--- src/rtl/fp_arr_serializer_pkg.sv ---
// Shared types and mode constants for the fixed-point array serializer.
package fp_ser_pkg;

  typedef enum logic {
    IDLE = 1'b0,
    SEND = 1'b1
  } state_e;

  // Rounding modes applied when fractional bits are dropped
  localparam int RND_TRUNC   = 0;  // floor (toward -inf)
  localparam int RND_HALF_UP = 1;  // add half an output LSB, then floor

  // Overflow handling when the result leaves the output range
  localparam int OVF_WRAP = 0;     // keep low bits
  localparam int OVF_SAT  = 1;     // clamp to the output range

endpackage

--- src/rtl/fp_arr_serializer_if.sv ---
// Fixed-point scalar (sfp) and array (sfp_arr) buses. The dummy_* members
// carry the format in their widths so consumers can derive it with $bits:
//   $bits(dummy_wl) = word length, $bits(dummy_qw) = fraction bits,
//   $bits(dummy_signed) - 1 = signedness.
interface sfp #(
  parameter int WL  = 8,
  parameter int QW  = 4,
  parameter int SGN = 1
);
  logic [WL-1:0]  val;
  logic [WL-1:0]  dummy_wl;
  logic [QW-1:0]  dummy_qw;
  logic [SGN:0]   dummy_signed;

  assign dummy_wl     = '0;
  assign dummy_qw     = '0;
  assign dummy_signed = '0;

  modport in  (input  val, input dummy_wl, input dummy_qw, input dummy_signed);
  modport out (output val, input dummy_wl, input dummy_qw, input dummy_signed);
endinterface

interface sfp_arr #(
  parameter int SIZE = 4,
  parameter int WL   = 8,
  parameter int QW   = 4,
  parameter int SGN  = 1
);
  logic [SIZE-1:0][WL-1:0] val;
  logic [WL-1:0]           dummy_wl;
  logic [QW-1:0]           dummy_qw;
  logic [SGN:0]            dummy_signed;

  assign dummy_wl     = '0;
  assign dummy_qw     = '0;
  assign dummy_signed = '0;

  modport in  (input  val, input dummy_wl, input dummy_qw, input dummy_signed);
  modport out (output val, input dummy_wl, input dummy_qw, input dummy_signed);
endinterface

--- src/rtl/fp_requant.sv ---
// Combinational fixed-point requantizer: realigns the binary point from
// IN_QW to OUT_QW fraction bits, with optional half-up rounding and
// saturation. Saturation is evaluated after rounding so max+0.5 clamps.
module fp_requant
  import fp_ser_pkg::*;
#(
  parameter int IN_QW  = 4,
  parameter int IN_WL  = 8,
  parameter int OUT_QW = 2,
  parameter int OUT_WL = 5,
  parameter int SGN    = 1,
  parameter int ROUND  = RND_HALF_UP,
  parameter int SAT    = OVF_SAT
) (
  input  logic [IN_WL-1:0]  din,
  output logic [OUT_WL-1:0] dout
);
  localparam int S  = IN_QW - OUT_QW;
  localparam int AS = (S < 0) ? -S : S;
  localparam int SR = (S > 0) ? S : 1;  // keeps the unused shift amount legal
  localparam int XW = IN_WL + AS + 1;
  // One extra bit so unsigned values and both range limits stay representable
  // as positive/negative signed numbers.
  localparam int W  = ((XW > OUT_WL) ? XW : OUT_WL) + 1;

  localparam logic signed [W-1:0] ONE  = 1;
  localparam logic signed [W-1:0] HALF = ONE <<< (SR - 1);
  localparam logic signed [W-1:0] MAXV = (SGN != 0) ? (ONE <<< (OUT_WL - 1)) - ONE
                                                    : (ONE <<< OUT_WL) - ONE;
  localparam logic signed [W-1:0] MINV = (SGN != 0) ? -(ONE <<< (OUT_WL - 1))
                                                    : {W{1'b0}};

  logic                ext;
  logic signed [W-1:0] x;
  logic signed [W-1:0] r;
  logic signed [W-1:0] y;

  // Extend, round, shift, then range-limit
  always_comb begin
    ext = (SGN != 0) ? din[IN_WL-1] : 1'b0;
    x   = {{(W - IN_WL){ext}}, din};
    r   = x;
    y   = x;
    if (S > 0) begin
      if (ROUND == RND_HALF_UP) r = x + HALF;
      y = r >>> SR;
    end else begin
      y = x <<< AS;
    end
    dout = y[OUT_WL-1:0];
    if (SAT == OVF_SAT) begin
      if (y > MAXV)      dout = MAXV[OUT_WL-1:0];
      else if (y < MINV) dout = MINV[OUT_WL-1:0];
    end
  end

endmodule

--- src/rtl/fp_arr_serializer.sv ---
// Array-to-stream serializer: captures a whole fixed-point array on accept
// and emits it one requantized element per beat, index 0 first. On the last
// beat the input is opened combinationally so arrays can flow back-to-back.
module fp_arr_serializer
  import fp_ser_pkg::*;
#(
  parameter int SIZE  = 4,
  parameter int ROUND = RND_HALF_UP,
  parameter int SAT   = OVF_SAT,
  localparam int IDXW = (SIZE > 1) ? $clog2(SIZE) : 1
) (
  input  logic            clk,
  input  logic            rst,
  sfp_arr.in              din,
  input  logic            din_valid,
  output logic            din_ready,
  sfp.out                 dout,
  output logic            dout_valid,
  input  logic            dout_ready,
  output logic [IDXW-1:0] dout_idx,
  output logic            dout_last
);
  localparam int IN_WL   = $bits(din.dummy_wl);
  localparam int IN_QW   = $bits(din.dummy_qw);
  localparam int IN_SGN  = $bits(din.dummy_signed) - 1;
  localparam int OUT_WL  = $bits(dout.dummy_wl);
  localparam int OUT_QW  = $bits(dout.dummy_qw);
  localparam int OUT_SGN = $bits(dout.dummy_signed) - 1;
  localparam logic [IDXW-1:0] LAST_IDX = IDXW'(SIZE - 1);

  if (IN_SGN != OUT_SGN) begin : g_sgn_err
    $fatal(1, "fp_arr_serializer: din/dout signedness mismatch");
  end
  if ($bits(din.val) != SIZE * IN_WL) begin : g_size_err
    $fatal(1, "fp_arr_serializer: SIZE does not match din");
  end

  state_e                     state_q, state_d;
  logic [IDXW-1:0]            idx_q, idx_d;
  logic [SIZE-1:0][IN_WL-1:0] arr_q, arr_d;
  logic                       is_last;
  logic [OUT_WL-1:0]          rq;

  assign is_last    = (state_q == SEND) && (idx_q == LAST_IDX);
  assign dout_valid = (state_q == SEND);
  assign dout_last  = is_last;
  assign dout_idx   = idx_q;
  assign din_ready  = !rst && ((state_q == IDLE) || (is_last && dout_ready));
  assign dout.val   = dout_valid ? rq : '0;

  fp_requant #(
    .IN_QW (IN_QW),  .IN_WL (IN_WL),
    .OUT_QW(OUT_QW), .OUT_WL(OUT_WL),
    .SGN   (IN_SGN), .ROUND (ROUND), .SAT(SAT)
  ) u_rq (
    .din (arr_q[idx_q]),
    .dout(rq)
  );

  // Next state: capture on accept, advance on beat, reload or idle after last
  always_comb begin
    state_d = state_q;
    idx_d   = idx_q;
    arr_d   = arr_q;
    case (state_q)
      IDLE: begin
        if (din_valid && din_ready) begin
          arr_d   = din.val;
          idx_d   = '0;
          state_d = SEND;
        end
      end
      SEND: begin
        if (dout_ready) begin
          if (!is_last) begin
            idx_d = idx_q + 1'b1;
          end else if (din_valid) begin
            arr_d = din.val;
            idx_d = '0;
          end else begin
            state_d = IDLE;
          end
        end
      end
      default: state_d = IDLE;
    endcase
  end

  // State, index and element buffer registers
  always_ff @(posedge clk or posedge rst) begin
    if (rst) begin
      state_q <= IDLE;
      idx_q   <= '0;
      arr_q   <= '0;
    end else begin
      state_q <= state_d;
      idx_q   <= idx_d;
      arr_q   <= arr_d;
    end
  end

endmodule

--- src/flat_wrapper.sv ---
// flat-port wrapper written by rule: the top's interface ports become plain ports
module fp_arr_serializer_flat import fp_ser_pkg::*;
#(
  parameter int SIZE  = 4,
  parameter int ROUND = RND_HALF_UP,
  parameter int SAT   = OVF_SAT,
  localparam int IDXW = (SIZE > 1) ? $clog2(SIZE) : 1
)
  (clk, rst, din_valid, din_ready, dout_valid, dout_ready, dout_idx, dout_last, din_val, dout_val);
  sfp_arr #(.SIZE(SIZE), .WL(8), .QW(4), .SGN(1)) din_i ();
  sfp #(.WL(5), .QW(2), .SGN(1)) dout_i ();
  input  logic clk;
  input  logic rst;
  input  logic din_valid;
  output logic din_ready;
  output logic dout_valid;
  input  logic dout_ready;
  output logic [IDXW-1:0] dout_idx;
  output logic dout_last;
  input wire logic [$bits(din_i.val)-1:0] din_val;
  output wire logic [$bits(dout_i.val)-1:0] dout_val;
  assign din_i.val = din_val;
  assign dout_val = dout_i.val;
  fp_arr_serializer #(.SIZE(SIZE), .ROUND(ROUND), .SAT(SAT)) u_core (.clk(clk), .rst(rst), .din(din_i), .din_valid(din_valid), .din_ready(din_ready), .dout(dout_i), .dout_valid(dout_valid), .dout_ready(dout_ready), .dout_idx(dout_idx), .dout_last(dout_last));
endmodule
--- config.mk ---
export PLATFORM = sky130hd
export DESIGN_NAME = fp_arr_serializer_flat
export DESIGN_NICKNAME = d
export VERILOG_FILES = /design/src/rtl/fp_arr_serializer_pkg.sv /design/src/rtl/fp_arr_serializer_if.sv /design/src/rtl/fp_requant.sv /design/src/rtl/fp_arr_serializer.sv /design/src/flat_wrapper.sv
export SDC_FILE = /design/constraint.sdc
export NUM_CORES = 1
export LEC_CHECK = 0
export ABC_CLOCK_PERIOD_IN_PS = 2700
export CAP_MARGIN = 20
export CELL_PAD_IN_SITES_DETAIL_PLACEMENT = 0
export CELL_PAD_IN_SITES_GLOBAL_PLACEMENT = 2
export CORE_ASPECT_RATIO = 1.75
export CORE_UTILIZATION = 32
export DETAILED_ROUTE_END_ITERATION = 12
export GPL_ROUTABILITY_DRIVEN = 1
export PLACE_DENSITY_LB_ADDON = 0.1
export SLEW_MARGIN = 10
export SYNTH_ARGS = -nofsm -noshare
export SYNTH_HDL_FRONTEND = slang
export SYNTH_HIERARCHICAL = 1
export SYNTH_SLANG_ARGS = --single-unit
--- constraint.sdc ---
create_clock -name clk -period 2.7 [get_ports clk]
set_clock_uncertainty 0.1 [all_clocks]
set_input_delay 0.27 -clock clk [delete_from_list [all_inputs] [get_ports clk]]
set_output_delay 0.27 -clock clk [all_outputs]
set_load 0.01 [all_outputs]
## Word-level counts from Yosys, hierarchy flattened

Cells that the tools add are included.

- Input port bits: 36
- Bits in registers: 35
- Output and inout bits: 10
- Logic and storage cells: 46

- Add/sub/neg operators: 2
- Magnitude comparators: 3
- Bitwise operators: 1
- Muxes and demuxes: 20
- Equal/unequal tests: 6
- Reduce and logical (&&, ||, !) cells: 8

Operators with widths:

| operator | count |
|---|---|
| 32-bit 2-to-1 mux | 4 |
| 32-bit case mux with 2 select lines | 1 |
| 8-bit binary-select mux with 2-bit select | 1 |
| 5-bit 2-to-1 mux | 3 |
| 8-bit by 3-bit adder with 9-bit output, second input constant | 1 |
| 2-bit 2-to-1 mux | 4 |
| 8-bit 2-to-1 mux | 1 |
| 2-bit inequality test, second input constant | 4 |
| 7-bit by 5-bit greater-than comparator with 1-bit output, second input constant | 1 |
| 7-bit by 5-bit < comparator with 1-bit output, second input constant | 1 |
| 1-bit logical AND | 4 |
| 1-bit 2-to-1 mux | 4 |
| 2-bit case mux with 2 select lines | 1 |
| 4-bit AND reduction | 1 |
| 2-bit by 3-bit < comparator with 1-bit output, second input constant | 1 |
| 3-bit inequality test, second input constant | 1 |
| 3-bit AND reduction | 1 |
| 2-bit by 1-bit adder with 2-bit output, second input constant | 1 |
| 2-bit equality test, second input constant | 1 |
| 1-bit case mux with 2 select lines | 1 |
| 1-bit zero test | 1 |
| 1-bit logical OR | 1 |
| 1-bit NOT | 1 |

## Longest topological paths before layout

Gate-level depths: netlist of run 1.

- Depth in word-level cells: 8
- Mapped depth: 8
- Gate-level depth less buffers: 7

## Hierarchy

The synthesis of run 1 kept the hierarchy.

By module, submodules not included:

| module | area each (µm²) | cells an instance | seq. area each (µm²) | times used |
|---|---|---|---|---|
| fp_arr_serializer | 1,639.1 | 108 | 875.8 | 1 |
| fp_requant | 203.9 | 31 | 0.0 | 1 |
| fp_arr_serializer_flat | 3.8 | 1 | 0.0 | 1 |

## Least setup slack after synthesis of run 1

Ideal clock, no wire load.

- Path kind: reg2out
- From: register u_core.idx_q[0] (netlist: u_core/dout_idx[0])
- To: output dout_val[3]
- Path buffers: 1
- Setup slack: 0.142 ns
- Cell stages (with the launch flop): 9
- Data required time: 2.330 ns
- Arrival: 2.188 ns
- Cells stage by stage: dfrtp_1 > buf_2 > mux4_2 > ha_1 > nand3_1 > xor2_1 > o21ai_0 > a21o_1 > and2_1

- Cells in the longest elaborated chain, start to end: 7
- Elaborated cells between the ends (all ways): 8
- Those cells by class: add/sub: 1; order compare: 2; mux: 5

Ends and longest elaborated chain:

| what | line | RTL |
|---|---|---|
| from (decl) | fp_arr_serializer.sv:39 | `logic [IDXW-1:0] idx_q, idx_d;` |
| from (signal assigned) | fp_arr_serializer.sv:97 | `idx_q <= idx_d;` |
| 8-bit binary-select mux with 2-bit select * | fp_arr_serializer.sv:56 | `.din (arr_q[idx_q]),` |
| 8-bit 2-to-1 mux (not written as such) * | fp_arr_serializer.sv:56 |  |
| 8-bit by 3-bit adder with 9-bit output * | fp_requant.sv:45 | `if (ROUND == RND_HALF_UP) r = x + HALF;` |
| 7-bit by 5-bit < comparator with 1-bit output | fp_requant.sv:53 | `else if (y < MINV) dout = MINV[OUT_WL-1:0];` |
| 5-bit 2-to-1 mux | fp_requant.sv:53 |  |
| 5-bit 2-to-1 mux * | fp_requant.sv:52 | `if (y > MAXV) dout = MAXV[OUT_WL-1:0];` |
| net u_core.rq[3] | fp_arr_serializer.sv:42 | `logic [OUT_WL-1:0] rq;` |
| 5-bit 2-to-1 mux * | fp_arr_serializer.sv:49 | `assign dout.val = dout_valid ? rq : '0;` |
| to (decl) | flat_wrapper.sv:21 | `output wire logic [$bits(dout_i.val)-1:0] dout_val;` |

The timed path passes the listed nets; every way through them passes the cells marked *. The select of a mux whose other input is x is not followed.

## Worst setup path in the final report of run 1

Same ends and word-level chain as after synthesis.

==> results.cfg, run 1 <==
[run_status]
status = finished, violations left
violations = design-rule violations, negative setup slack

[place]
dpl_worst_slack_ns = -0.175
place_inst = 234
gp_congestion = 0.735
numPortBuffers = 41
dp_hpwl_mm = 2.90

[sta]
fin_crit_ns = 2.73
fmax_ghz = 0.366
tightest_slew_ns = 0.442
fin_crit_sh_pct = 101
relSlewSlack_pct = 70.5
report.final.hold_viol_count = 0
rsz0062_at_grt = yes
tns_ns = -0.0308
slew_viol_final = 0
fin_ws_ns = -0.0308
setup_viol = 1

[clock_network]
clkTransAtPathRegs_ns = 0.06
clock-root-buffer = clkbuf_8
clk_latency_ns = 0.27
cts_tree = yes
h-tree-depth = 2
cts_buffer_depth = 2
numCtsBuffers = 5
cts_sinks = 31

[grt]
grt_pass1_wl_mm = 6.80
track_usage_pct = 16.2
grt_pass1_vias = 1421
antenna_found_initial = 0
grt_max_degree = 32
overflow = 0

[run]
cap_viol_max_count = 0

[layout]
multi_input_area_um2 = 882
fill_cells = 484
drive_gt1_share_pct = 42.3
register_area_um2 = 777
final_cells = 250
fin_nets = 234
area_growth_pct = 44.3
antennaDiodeCount = 0
fin_util_pct = 48.2

[critical_path]
cp_max_fo = 4
cp.arrival_ns = 2.36
critPathKind = reg -> out
cp-start-kind = flip-flop
cp-end-kind = output port
critPathRequiredTime_ns = 2.33

[routing]
first_pass_iters = 8
dr_total_vias = 1283
wirelength_mm = 3.97
drc = 6
wl_per_cell_um = 15.9
drt-initial-drc-count = 37
viasPerCell = 5.13
ant_nets = 0

[die]
start_util_pct = 33.4
io_pins = 46
die_y_um = 97.7
dieArea_mm2 = 0.00554
rows = 34
core_area_mm2 = 0.00502
die_w_um = 56.7

[yosys]
synthesis.instances = 130
syn-cell-area_mm2 = 0.00168
synth-warning-count = 6
syn_area_per_cell_um2 = 12.9
syn-num-nets = 168

[worst_hold_path]
hold_path.class = reg -> reg

[pwr]
design_power_total_mw = 3.29
ir_worst_vdd_v = 0.000469
leakage_nw = 1.01
power-per-cell-area_mw_per_mm2 = 1360
[state kept, by name (all words and copies together), names as in the netlist]
register / count
u_core/dout_idx: 2
u_core/dout_valid: 1
u_core/arr_q: 28
[metal layers]
metal | GRT usage, % | up-vias | part of all wire, %
met3 | 2.40 | 13 | 3.1
met5 | 0 | - | 0
met1 | 17.5 | 630 | 37
met4 | 8.85 | 0 | 3.5
li1 | - | 605 | -
met2 | 29.5 | 35 | 56
[worst max-delay path, cell delays in order, from the launching register on]
cell,delay (ns)
dfrtp_2,0.41
buf_6,0.11
mux4_2,0.54
ha_4,0.20
buf_6,0.12
nand3_4,0.05
xor2_2,0.14
nand2_1,0.07
a21o_1,0.17
and2_1,0.14
buf_2,0.13
[where the power goes]
group	leakage, nW	total (mW)	internal [mW]	switching (mW)
sequential	0.368	0.846	0.699	0.147
combinational	0.599	2.08	1.21	0.868
clock	0.0470	0.360	0.199	0.161
[cells in the final DEF, fill, tap and decap left out, types with 2 or more instances in the layout]
| master | count |
|---|---|
| nor2_1 | 2 |
| a21o_1 | 2 |
| nand3b_1 | 2 |
| o21ai_1 | 2 |
| o21ai_0 | 2 |
| buf_6 | 4 |
| clkbuf_8 | 6 |
| inv_1 | 3 |
| and2_1 | 7 |
| a21oi_1 | 5 |
| dfrtp_1 | 30 |
| mux2_2 | 27 |
| nand2_1 | 6 |
| buf_2 | 4 |
| nand2b_1 | 5 |
| mux4_2 | 7 |
| buf_4 | 21 |
| clkdlybuf4s50_1 | 36 |
[per-stage QoR]
stage / hold WS [ns] / area (um^2)
after floorplan: 0.274 / 1680
after global routing: 0.420 / 2420
after CTS: 0.410 / 2390
after global placement: 0.381 / 2220
final: 0.406 / 2420
after detailed placement: 0.395 / 2220
[path summary, 6_finish.rpt]
check,startpoint,to,slack (ns),depth (start not counted)
worst max register to register,u_core/dout_idx[0],u_core/arr_q[13],0.50,7
max in group asynchronous,rst,u_core/dout_idx[0],1.76,3
worst min register to register,u_core/arr_q[9],u_core/arr_q[9],0.41,1
min in group asynchronous,rst,u_core/arr_q[10],0.43,3
worst max-delay path,u_core/dout_idx[0],dout_val[3],-0.03,10
worst min-delay path,u_core/arr_q[9],u_core/arr_q[9],0.41,1
[layout make-up]
cell class | count | area share (%)
Tap cell | 54 | 2.80
Inverter | 4 | 0.621
Sequential cell | 31 | 32.1
Timing Repair Buffer | 66 | 24.3
Multi-Input combinational cell | 88 | 36.5
Clock buffer | 6 | 3.42
Clock inverter | 1 | 0.207
[repair_timing]
action | CTS | global route
gates resized for setup | 27 | 9
pin swaps | 7 | 6
hold buffers | 0 | 0
setup endpoints to repair | 5 | 5
buffers inserted | 8 | 1
No activity file was read; power rests on OpenSTA's default activity.
==> run 2, diff against run 1 <==
--- a/config.mk
+++ b/config.mk
@@ -10,12 +10,11 @@
 export CELL_PAD_IN_SITES_DETAIL_PLACEMENT = 0
 export CELL_PAD_IN_SITES_GLOBAL_PLACEMENT = 2
 export CORE_ASPECT_RATIO = 1.75
-export CORE_UTILIZATION = 32
+export CORE_UTILIZATION = 31
 export DETAILED_ROUTE_END_ITERATION = 12
 export GPL_ROUTABILITY_DRIVEN = 1
 export PLACE_DENSITY_LB_ADDON = 0.1
 export SLEW_MARGIN = 10
 export SYNTH_ARGS = -nofsm -noshare
 export SYNTH_HDL_FRONTEND = slang
-export SYNTH_HIERARCHICAL = 1
 export SYNTH_SLANG_ARGS = --single-unit
==> constraint.sdc (replaced) <==
create_clock -name clk -period 2.7 [get_ports clk]
set_clock_uncertainty 0.1 [all_clocks]
set_input_delay 0.27 -clock clk [delete_from_list [all_inputs] [get_ports clk]]
set_output_delay 0.27 -clock clk [all_outputs]
set_load 0.005 [all_outputs]
==> run 2 against run 1 <==
Against the previous run: the flow now finishes without violations; die area shrank 2.9%; first-iteration DRC count shrank 19%; cell count shrank 9.6%; global-route usage shrank 2.3 points; design area shrank 7.2%; hold slack lost 0.045 ns; core utilization shrank 2.7 points; sequential power is essentially flat.
==> results.cfg, run 2 <==
[clock_network]
cts_buffer_depth = 2
clkTransAtPathRegs_ns = 0.06
cts_sinks = 31
h-tree-depth = 2
clock-root-buffer = clkbuf_8
hold_buffers = 0
clk_latency_ns = 0.27
numCtsBuffers = 5
cts_tree = yes

[die]
die_y_um = 96.3
die_w_um = 55.9
io_pins = 46
core_area_mm2 = 0.00493
dieArea_mm2 = 0.00538
rows = 34
start_util_pct = 31.9

[sta]
setup_viol = 0
relSlewSlack_pct = 73.1
slew_viol_final = 0
fin_ws_ns = 0.0976
hold_slack_ns = 0.362
tightest_slew_ns = 0.403
rsz0062_at_grt = yes
fin_crit_sh_pct = 96.4
tns_ns = 0
fin_crit_ns = 2.60
report.final.hold_viol_count = 0
fmax_ghz = 0.384

[place]
numPortBuffers = 41
gp_congestion = 0.719
place_inst = 217
dpl_worst_slack_ns = -0.0360
dp_hpwl_mm = 2.59
place_area_mm2 = 0.00211

[yosys]
yosys.area.top_type_share_pct = 49.2
async_reset_ff_share_pct = 100
synth_top_flop_cell = dfrtp_1
synth-warning-count = 0
ys_seq_area_share_pct = 49.2
yosysTopAreaCell = dfrtp_1
synthTopCellsByArea = dfrtp_1 (49%), mux2_2 (20%), mux4_2 (10%)
synth.most_common_cell = dfrtp_1
syn-num-nets = 152
yosys.cell_types.count = 28
syn-cell-area_mm2 = 0.00158
synth_common_cells = dfrtp_1 (31), mux2_2 (28), mux4_2 (7)
synth_edf_count = 0
ys_ff_latch = 31
synthesis.instances = 114
syn_area_per_cell_um2 = 13.8

[critical_path]
cp_max_fo = 4
cp-start-kind = flip-flop
critPathKind = reg -> out
cp.arrival_ns = 2.23
critPathRequiredTime_ns = 2.33
cp-end-kind = output port

[worst_hold_path]
hold_path.class = in -> async

[layout]
antennaDiodeCount = 0
final_common_cell = clkdlybuf4s50_1
area_growth_pct = 42.4
drive_gt1_share_pct = 43.0
finalInstanceArea_mm2 = 0.00224
fin_nets = 210
final_cells = 226
layout_common_cells = clkdlybuf4s50_1 (36), dfrtp_1 (29), mux2_2 (28)
fill_cells = 470
largest_register_ffs = 28
top_register = u_core.arr_q
fin_util_pct = 45.5

[routing]
dr_total_vias = 1128
first_pass_iters = 3
viasPerCell = 4.99
wirelength_mm = 3.38
wl_per_cell_um = 14.9
drc = 0
ant_nets = 0
drt-initial-drc-count = 30

[pwr]
power-per-cell-area_mw_per_mm2 = 1300
ir_worst_vdd_v = 0.000772
leakage_nw = 0.956
design_power_total_mw = 2.91

[grt]
grt_pass1_wl_mm = 5.75
grt_pass1_vias = 1243
grt_max_degree = 32
overflow = 0
track_usage_pct = 14.0
antenna_found_initial = 0

[run]
cap_viol_max_count = 0

[run_status]
status = finished, final reports clean
[run 2: worst max-delay path: stages (launching register included)]
cell             delay (ns)
dfrtp_2                0.43
mux4_2                 0.57
ha_4                   0.20
inv_4                  0.05
o21ai_1                0.08
a31o_4                 0.26
o21ai_1                0.15
clkdlybuf4s15_1        0.22
[run 2: layout make-up]
cell class | instances | area, um^2 | share of cell area, %
clock buffer | 6 | 82.6 | 3.68
timing repair buffer | 55 | 507 | 22.6
inverter | 6 | 25.0 | 1.12
tap | 54 | 67.6 | 3.01
multi-input combinational | 73 | 778 | 34.7
sequential | 31 | 778 | 34.7
clock inverter | 1 | 5.00 | 0.223
[run 2: worst paths after layout]
path,slack [ns],startpoint,endpoint,cells after the start
setup / recovery,0.1,u_core.dout_idx[0],dout_val[1],7
hold / removal,0.36,rst,u_core.arr_q[14],3
setup reg to reg,0.68,u_core.dout_idx[0],u_core.arr_q[7],7
hold reg to reg,0.40,u_core.arr_q[20],u_core.arr_q[20],1
max in group asynchronous,1.82,rst,u_core.dout_idx[0],3
min in group clk,0.40,u_core.arr_q[20],u_core.arr_q[20],1
[run 2: cell families (layout without fill, tap and decap cells)]
| family | count (synthesis) | in the layout | share of synthesized area, % |
|---|---|---|---|
| compound gates | 16 | 16 | 7.78 |
| mux | 36 | 36 | 30.7 |
| flops | 31 | 31 | 49.2 |
| simple gates | 16 | 16 | 5.56 |
| fa+ha+maj | 2 | 2 | 1.59 |
| xor+xnor | 3 | 3 | 1.67 |
| buf+inv | 10 | 68 | 3.49 |
[run 2: metal layers]
layer  track usage (%)  up-vias  share of wire (%)
li1                  -      529                  -
met1              15.2      565                 40
met2              26.0       28                 55
met3              2.96        6                3.2
met4              6.10        0                1.9
met5                 0        -                  0
[run 2: power breakdown]
part	internal [mW]	switching, mW
registers	0.700	0.145
logic	1.02	0.684
clock network	0.200	0.164
total	1.91	0.994
[run 2: repair_timing]
item,CTS,global route
gates resized for setup,15,9
endpoints found under the setup margin,5,5
buffers inserted,2,0
pin swaps,4,2
